[src/rtl/debug_pkg.sv]
// Shared definitions for the debug-unit dump stream: receiver FSM encodings,
// word geometry and the word layout of a dump frame.
package debug_pkg;

  // Receiver FSM state encodings (also exposed on o_state).
  localparam logic [2:0] DU_RX_IDLE    = 3'd0;
  localparam logic [2:0] DU_RX_RECEIVE = 3'd1;
  localparam logic [2:0] DU_RX_COMMIT  = 3'd2;

  // UART bytes per dump word, least-significant byte first on the wire.
  localparam int BYTES_PER_WORD = 4;

  // Word positions inside a frame: PC, R0..R(N-1), DATA_MEM, CYCLES.
  localparam int IDX_PC       = 0;
  localparam int IDX_REG_BASE = 1;

  function automatic int frame_words(input int n_registers);
    return n_registers + 3;
  endfunction

  function automatic int idx_data_mem(input int n_registers);
    return n_registers + 1;
  endfunction

  function automatic int idx_cycles(input int n_registers);
    return n_registers + 2;
  endfunction

endpackage

[src/rtl/uart_word_assembler.sv]
// Packs consecutive UART bytes into little-endian words. After the fourth
// byte of a word o_word holds the complete value and o_word_valid pulses for
// one cycle. i_flush drops any partially assembled word.
module uart_word_assembler
  import debug_pkg::*;
#(
  parameter int NB_DATA = 32,
  parameter int NB_BYTE = 8
) (
  input  logic               i_clock,
  input  logic               i_reset,
  input  logic               i_flush,
  input  logic               i_byte_valid,
  input  logic [NB_BYTE-1:0] i_byte,
  output logic [NB_DATA-1:0] o_word,
  output logic               o_word_valid,
  output logic               o_partial
);

  localparam logic [1:0] LAST_BYTE = 2'(BYTES_PER_WORD - 1);

  logic [NB_DATA-1:0] shift_q;
  logic [1:0]         byte_cnt;
  logic               word_valid_q;

  // Shift each byte in from the top so byte k ends up in bits [8k+7:8k].
  always_ff @(posedge i_clock or negedge i_reset) begin
    if (!i_reset) begin
      shift_q      <= '0;
      byte_cnt     <= '0;
      word_valid_q <= 1'b0;
    end else if (i_flush) begin
      shift_q      <= '0;
      byte_cnt     <= '0;
      word_valid_q <= 1'b0;
    end else begin
      word_valid_q <= i_byte_valid && (byte_cnt == LAST_BYTE);
      if (i_byte_valid) begin
        shift_q  <= {i_byte, shift_q[NB_DATA-1:NB_BYTE]};
        byte_cnt <= byte_cnt + 2'd1;
      end
    end
  end

  assign o_word       = shift_q;
  assign o_word_valid = word_valid_q;
  assign o_partial    = (byte_cnt != 2'd0);

endmodule

[src/rtl/debug_dump_receiver.sv]
// Receiving end of the debug-unit dump stream. Rebuilds 32-bit words from
// UART bytes, stores them in frame order in shadow storage and commits the
// whole frame (PC, registers, data-memory word, cycle count) to stable
// outputs only once the last word has arrived.
//
// Byte interface: i_rx_done is a one-cycle valid strobe that qualifies
// i_rx_data; there is no ready/back-pressure, so every strobed byte is
// consumed in the cycle it appears (unless i_clear drops it).
module debug_dump_receiver
  import debug_pkg::*;
#(
  parameter int NB_DATA        = 32,
  parameter int NB_BYTE        = 8,
  parameter int N_REGISTERS    = 32,
  parameter int NB_STATE       = 3,
  parameter int TIMEOUT_CYCLES = 100000
) (
  input  logic                           i_clock,
  input  logic                           i_reset,
  input  logic [NB_BYTE-1:0]             i_rx_data,
  input  logic                           i_rx_done,
  input  logic                           i_clear,
  output logic [NB_DATA-1:0]             o_pc,
  output logic [N_REGISTERS*NB_DATA-1:0] o_registers,
  output logic [NB_DATA-1:0]             o_data_memory,
  output logic [NB_DATA-1:0]             o_cycles,
  output logic                           o_frame_valid,
  output logic                           o_error,
  output logic                           o_busy,
  output logic [NB_STATE-1:0]            o_state
);

  localparam int FRAME_WORDS  = frame_words(N_REGISTERS);
  localparam int IDX_DATA_MEM = idx_data_mem(N_REGISTERS);
  localparam int IDX_CYCLES   = idx_cycles(N_REGISTERS);
  localparam int NB_WORD_IDX  = $clog2(FRAME_WORDS + 1);
  localparam int NB_TIMEOUT   = $clog2(TIMEOUT_CYCLES + 1);

  localparam logic [NB_WORD_IDX-1:0] LAST_WORD    = NB_WORD_IDX'(FRAME_WORDS - 1);
  localparam logic [NB_TIMEOUT-1:0]  TIMEOUT_LAST = NB_TIMEOUT'(TIMEOUT_CYCLES - 1);
  localparam logic [NB_TIMEOUT-1:0]  TIMEOUT_MAX  = NB_TIMEOUT'(TIMEOUT_CYCLES);

  logic [NB_STATE-1:0]    state;
  logic [NB_STATE-1:0]    state_next;
  logic [NB_WORD_IDX-1:0] word_idx;
  logic [NB_TIMEOUT-1:0]  timeout_cnt;

  logic [FRAME_WORDS-1:0][NB_DATA-1:0] shadow;

  logic [NB_DATA-1:0] asm_word;
  logic               asm_word_valid;
  logic               asm_partial;
  logic               asm_flush;
  logic               timeout_hit;
  logic               last_word_done;

  // A byte landing on the timeout cycle resets the count instead of failing.
  assign timeout_hit    = (state == DU_RX_RECEIVE) && !i_clear && !i_rx_done &&
                          (timeout_cnt >= TIMEOUT_LAST);
  assign asm_flush      = i_clear || timeout_hit;
  assign last_word_done = (state == DU_RX_RECEIVE) && asm_word_valid &&
                          (word_idx == LAST_WORD);

  uart_word_assembler #(
    .NB_DATA (NB_DATA),
    .NB_BYTE (NB_BYTE)
  ) u_asm (
    .i_clock      (i_clock),
    .i_reset      (i_reset),
    .i_flush      (asm_flush),
    .i_byte_valid (i_rx_done),
    .i_byte       (i_rx_data),
    .o_word       (asm_word),
    .o_word_valid (asm_word_valid),
    .o_partial    (asm_partial)
  );

  // Next-state logic; i_clear overrides every other transition.
  always_comb begin
    state_next = state;
    case (state)
      DU_RX_IDLE:    if (i_rx_done) state_next = DU_RX_RECEIVE;
      DU_RX_RECEIVE: begin
        if (timeout_hit)         state_next = DU_RX_IDLE;
        else if (last_word_done) state_next = DU_RX_COMMIT;
      end
      // Bytes of the next frame that already started keep the FSM receiving.
      DU_RX_COMMIT:  state_next = (i_rx_done || asm_partial) ? DU_RX_RECEIVE : DU_RX_IDLE;
      default:       state_next = DU_RX_IDLE;
    endcase
    if (i_clear) state_next = DU_RX_IDLE;
  end

  // State register, frame word index and saturating inter-byte timeout counter.
  always_ff @(posedge i_clock or negedge i_reset) begin
    if (!i_reset) begin
      state       <= DU_RX_IDLE;
      word_idx    <= '0;
      timeout_cnt <= '0;
    end else begin
      state <= state_next;
      if (i_clear || timeout_hit || state != DU_RX_RECEIVE)
        word_idx <= '0;
      else if (asm_word_valid && word_idx <= LAST_WORD)
        word_idx <= word_idx + NB_WORD_IDX'(1);
      if (i_clear || timeout_hit || i_rx_done || state != DU_RX_RECEIVE)
        timeout_cnt <= '0;
      else if (timeout_cnt != TIMEOUT_MAX)
        timeout_cnt <= timeout_cnt + NB_TIMEOUT'(1);
    end
  end

  // Shadow storage: completed words land in frame order.
  always_ff @(posedge i_clock or negedge i_reset) begin
    if (!i_reset) begin
      shadow <= '0;
    end else if (state == DU_RX_RECEIVE && asm_word_valid && !i_clear &&
                 word_idx <= LAST_WORD) begin
      shadow[word_idx] <= asm_word;
    end
  end

  // Commit registers: copied from shadow only in COMMIT; status pulses.
  always_ff @(posedge i_clock or negedge i_reset) begin
    if (!i_reset) begin
      o_pc          <= '0;
      o_registers   <= '0;
      o_data_memory <= '0;
      o_cycles      <= '0;
      o_frame_valid <= 1'b0;
      o_error       <= 1'b0;
    end else begin
      o_frame_valid <= 1'b0;
      o_error       <= timeout_hit;
      if (state == DU_RX_COMMIT && !i_clear) begin
        o_pc          <= shadow[IDX_PC];
        o_registers   <= shadow[IDX_REG_BASE +: N_REGISTERS];
        o_data_memory <= shadow[IDX_DATA_MEM];
        o_cycles      <= shadow[IDX_CYCLES];
        o_frame_valid <= 1'b1;
      end
    end
  end

  assign o_busy  = (state == DU_RX_RECEIVE);
  assign o_state = state;

endmodule

[config.mk]
export PLATFORM = sky130hd
export DESIGN_NAME = debug_dump_receiver
export DESIGN_NICKNAME = d
export VERILOG_FILES = /design/src/rtl/debug_pkg.sv /design/src/rtl/uart_word_assembler.sv /design/src/rtl/debug_dump_receiver.sv
export SDC_FILE = /design/constraint.sdc
export NUM_CORES = 2
export LEC_CHECK = 0
export BUFFER_PORTS_ARGS = -buffer_cell sky130_fd_sc_hd__buf_2
export CORE_AREA = 4 4 438 440
export CTS_CLUSTER_SIZE = 40
export DETAILED_ROUTE_END_ITERATION = 10
export DIE_AREA = 0 0 442 444
export GPL_TIMING_DRIVEN = 0
export PLACE_DENSITY = 0.66
export SYNTH_ARGS = -nofsm -noshare
export SYNTH_HDL_FRONTEND = slang
export SYNTH_SLANG_ARGS = --single-unit
[constraint.sdc]
create_clock -name i_clock -period 2.9 [get_ports i_clock]
set_input_delay 0.435 -clock i_clock [delete_from_list [all_inputs] [get_ports i_clock]]
set_output_delay 0.435 -clock i_clock [all_outputs]
set_load 0.01 [all_outputs]
# After elaboration in Yosys (flattened, before gate mapping)
# Cells that the tools add are included.
[classes]
add_sub_neg = 3
order_cmp = 4
n_eq_ne = 8
muxes = 19
n_reduce_logical = 24
[op_table]
columns = ["operator", "n"]
rows = [
  ["$bwmux 1120", 1],
  ["$demux 32 s6", 1],
  ["$mux 32", 3],
  ["$mux 17", 2],
  ["$add 17x1->17 const B", 1],
  ["$ge 17x17->1 const B", 1],
  ["$ne 17x17->1 const B", 1],
  ["$mux 3", 4],
  ["$mux 6", 2],
  ["$logic_and 1x1->1", 11],
  ["$pmux 3 s3", 1],
  ["$reduce_bool 2->1", 4],
  ["$lt 6x7->1 const B", 1],
  ["$add 6x1->6 const B", 1],
  ["$eq 6x6->1 const B", 1],
  ["$ge 6x1->1 const B", 1],
  ["$le 6x6->1 const B", 1],
  ["$logic_or 1x1->1", 5],
  ["$mux 2", 2],
  ["$ne 4x2->1 const B", 1],
  ["$eq 3x1->1 const B", 1],
  ["$eq 3x2->1 const B", 1],
  ["$logic_not 3->1", 1],
  ["$mux 1", 3],
  ["6 further kinds", 7],
]
[totals]
register_bits = 2303
inputBits = 12
out_inout_bits = 1126
word_cells = 105

# Logic depth before layout (Yosys ltp)
[depth]
ltp_word = 8
ltp_mapped = 8
depth_no_buf = 7

# By module
# From an unflattened synthesis, not the netlist that was laid out.
[hier_totals]
hier_cells = 5142
hier_area_um2 = 85856.1
[by_module_without_submodules]
columns = ["mod", "instances", "cells_per_inst", "area_each_um2", "seq_area_each_um2"]
rows = [
  ["debug_dump_receiver", 1, 5024, 84377.2, 56729.4],
  ["uart_word_assembler", 1, 118, 1478.9, 875.8],
]

# Worst setup path after synthesis
# No wires, ideal clock.
[synth_path]
path_type = "reg2reg"
from = "reg state[1], in the netlist o_state[1]"
to = "reg shadow[1000] (netlist bit)"
setup_ps = 125
t_arrival_ps = 2236
t_required_ps = 2775
setup_slack_ps = 540
stages_incl_launch_ff = 7
path_buffers = 1
synth_period_minus_slack_ps = 2360
cell_sequence = "dfrtp_1 -> or3b_1 -> nor3b_2 -> nand3_2 -> nor2_1 -> buf_6 -> mux2_2"
[synth_via]
elab_chain_cells = 4
[synth_lines]
columns = ["element", "line", "rtl"]
rows = [
  ["start, declared", "debug_dump_receiver.sv:43", "logic [NB_STATE-1:0] state;"],
  ["start signal, assigned", "debug_dump_receiver.sv:101", "state <= state_next;"],
  ["$eq 3x1->1", "debug_dump_receiver.sv:117", "end else if (state == DU_RX_RECEIVE && asm_word_valid && !i_clear &&"],
  ["$logic_and 1x1->1 (3 in a row)", "debug_dump_receiver.sv:117", ""],
  ["end signal, assigned by index", "debug_dump_receiver.sv:119", "shadow[word_idx] <= asm_word;"],
  ["end, declared", "debug_dump_receiver.sv:48", "logic [FRAME_WORDS-1:0][NB_DATA-1:0] shadow;"],
]
# No other way between the ends.
# A chain may end at the register's enable or synchronous reset.

# Worst setup path in the final report
[layout_path]
from = "in i_clear"
to = "reg o_registers[33]"
[layout_via]
elab_chain_cells = 2
[layout_lines]
columns = ["element", "line", "rtl"]
rows = [
  ["start, declared", "debug_dump_receiver.sv:22", "input logic i_clear,"],
  ["$logic_not 1->1", "debug_dump_receiver.sv:135", "if (state == DU_RX_COMMIT && !i_clear) begin"],
  ["$logic_and 1x1->1", "debug_dump_receiver.sv:135", ""],
  ["end signal, assigned", "debug_dump_receiver.sv:137", "o_registers <= shadow[IDX_REG_BASE +: N_REGISTERS];"],
  ["end, declared", "debug_dump_receiver.sv:24", "output logic [N_REGISTERS*NB_DATA-1:0] o_registers,"],
]
# No other way between the ends.

==> run metrics <==
status finished, violations left; failing checks hold timing; placed inst area 95400 um2; Flop pwr share 50.1%; Filler cells 15126; CTS Hold Bufs 9; grt total ovfl 0; dpl ws -2080 ps; clock share of power 48.0%; vias 49884; register bit total from synthesis 2302; cell type with the largest total area after synthesis dfrtp_1; count of final hold-check violations 138; TNS Setup 0 ps; design area 104000 um2; Tmin final 2880 ps; die span in x 442 um; worst reg2reg setup slack 80 ps; crit-path max FO 10; largest net degree at the start of global routing 171; post-synthesis cell area 86200 um2; share of layout cells above drive strength 1 60.0%; antenna-violating nets left 0; Slew @ Worst Pin 1420 ps; final wirelength 279000 um; DRC Markers 0; FFs w/ async S/R, synth 100%; final core utilization 55.5%; Hold WC Path Type input pin to asynchronous set/reset pin; RD Place Congestion 0.849; FF-to-FF Start word_idx[4]; final setup violation count 0; VDD IR-drop max 0.534 mV; Synth Area per Inst 16.7 um2; CP dominant cell by count buf_2; Required @ worst endpoint 3620 ps; Final Skew 44.6 ps; sw frac 21.6%; maxcap violations 0; placed cells 8809; Synth area leaders dfrtp_1, mux2_2, buf_2; antenna violations before repair 31; Post-synth EDFFs 0; critical path class input pin to flip-flop; Slew HR 5.45%; RSZ-0062 raised after global routing yes; Synth top area share 66.8%; Combinational Power Share 1.9%; synth unique cells 47; Slew Limit Fails 0; DR pass1 iterations 5; clk buf depth 3; WL/cell 30.1 um; Overall Global Routing Usage 28.1%; CTS tree built; total CTS buffers 226; row count 159; final net count 6596; Setup WS post-layout 24.4 ps; clk_lat worst skew 880 ps; number of DRC markers in iteration 0 3158; crit path max-delay cell type dlygate4sd3_1; vias in the first global route 51415; register area share after synthesis 66.8%; H-tree levels 4; Syn Nets 5181; global-route wire length before repair 394000 um; Ports 1138; Layout Cells excl Fill 9277; Root Driver clkbuf_16; Startpoint Class input pin; Vert. Die Dim 444 um; Worst R2R Path Depth 6; clk slew on worst S/H paths 60 ps; clock sink total 2302; P_int 50.3 mW; Lkg Pwr 56.9 nW; Port-buffer cells 1136; top_reg_cell synth dfrtp_1; Power Density 616 nW/um2; CP arrival 3590 ps; cells after synthesis 5163; core area 188000 um2; vias per std cell 5.38; Sw Pwr 13.9 mW; Syn. warnings 0; period utilization 99.2%; Die ar. 196000 um2; critical-path cell list dlygate4sd3_1 -> buf_2 -> buf_2 -> or2_2 -> nor2_2 -> clkbuf_4 -> buf_2 -> mux2_2; crit end category flip-flop; max frequency 0.348 GHz; post-DP HPWL 199000 um; Layout area overhead 20.9%; Pwr Total 64.2 mW; Final Hold Slack -488 ps; CP peak stage delay 600 ps; count leader, synth dfrtp_1; worst r2r dst shadow[1067]; Starting Density 45.9%; synth cell count leaders dfrtp_1, mux2_2, buf_2, clkbuf_1, buf_1
[routing by layer]
layer | vias up | GRT usage (%) | share of wire (%)
li1 | 20979 | - | -
met1 | 26946 | 34.9 | 39
met2 | 1532 | 46.3 | 48
met3 | 425 | 7.25 | 6.7
met4 | 2 | 13.3 | 5.5
met5 | - | 0 | 0.0047
[timing repair]
| action | in CTS | in global routing |
|---|---|---|
| setup buffers | 24 | 1 |
| gates resized for setup | 84 | 63 |
| hold endpoints to repair | 150 | 138 |
| cloned | 3 | 1 |
| setup endpoints to repair | 2397 | 1168 |
| pin swaps | 8 | 2 |
[worst max path at each step]
stage | startpoint | end | cells past startpoint
final | i_clear | o_registers[33] | 8
after global routing | o_state[1] | shadow[815] | 8
after CTS | word_idx[2] | shadow[34] | 5
after detailed placement | i_clear | o_registers[446] | 8
after global placement | i_reset | o_registers[910] | 1
after floorplan | o_state[1] | shadow[1000] | 6
[flip-flops by register name, indices dropped and copies added, names as in the netlist]
signal / flops
o_error: 1
o_pc: 32
u_asm.byte_cnt: 2
timeout_cnt: 17
o_frame_valid: 1
o_cycles: 32
o_data_memory: 32
o_registers: 1024
u_asm.o_word: 32
shadow: 1120
u_asm.o_word_valid: 1
word_idx: 6
o_state: 2
[power groups by stage]
stage / logic [mW] / clock network [mW] / registers (mW)
finish: 1.23 / 30.8 / 32.2
global route: 1.38 / 32.7 / 32.1
CTS: 1.28 / 31.3 / 32.2
detailed placement: 1.23 / 0 / 32.7
global placement: 0.987 / 0 / 32.8
floorplan: 0.183 / 0 / 32.7
[cells in the final DEF (no fill, tap or decap), drive strengths merged, types with 7 or more instances in the layout]
cell type / netlist / routed
clkbuf: 101 / 480
nand3b: 7 / 7
dfrtp: 2302 / 2302
nor3: 42 / 42
nor2: 47 / 47
mux2: 2240 / 2240
xor2: 11 / 11
nand3: 16 / 16
clkinv: 0 / 41
nand2: 23 / 23
diode: 0 / 14
xnor2: 9 / 9
buf: 271 / 1415
dlygate4sd3: 0 / 9
bufinv: 0 / 20
inv: 8 / 13
mux2i: 34 / 34
[area by class of cell]
| cell class | instances | area [um2] | area share [%] |
|---|---|---|---|
| Buffer | 370 | 1880 | 1.81 |
| Multi-Input combinational cell | 2481 | 27000 | 25.9 |
| Inverter | 8 | 30.0 | 0.0288 |
| Sequential cell | 2302 | 57600 | 55.3 |
| Clock inverter | 70 | 1110 | 1.06 |
| Clock buffer | 348 | 6820 | 6.54 |
| Timing Repair Buffer | 1189 | 6580 | 6.32 |
| Tap cell | 2495 | 3120 | 3.00 |
| Antenna cell | 14 | 35.0 | 0.0336 |
[logic make-up after synthesis]
kind of cell / after synthesis / synth area share (%)
flops: 2302 / 66.8
simple gates: 168 / 1.04
xor+xnor: 20 / 0.203
compound gates: 12 / 0.119
buf+inv: 380 / 2.04
mux: 2274 / 29.7
fa+ha+maj: 6 / 0.0871
other cells: 1 / 0.00435
[critical path: cells and delay by family]
family,cells,cell delay [ps]
buffers and inverters,5,2030
muxes,1,420
and+or+nand+nor,2,660
(Power assumes the default switching activity.)
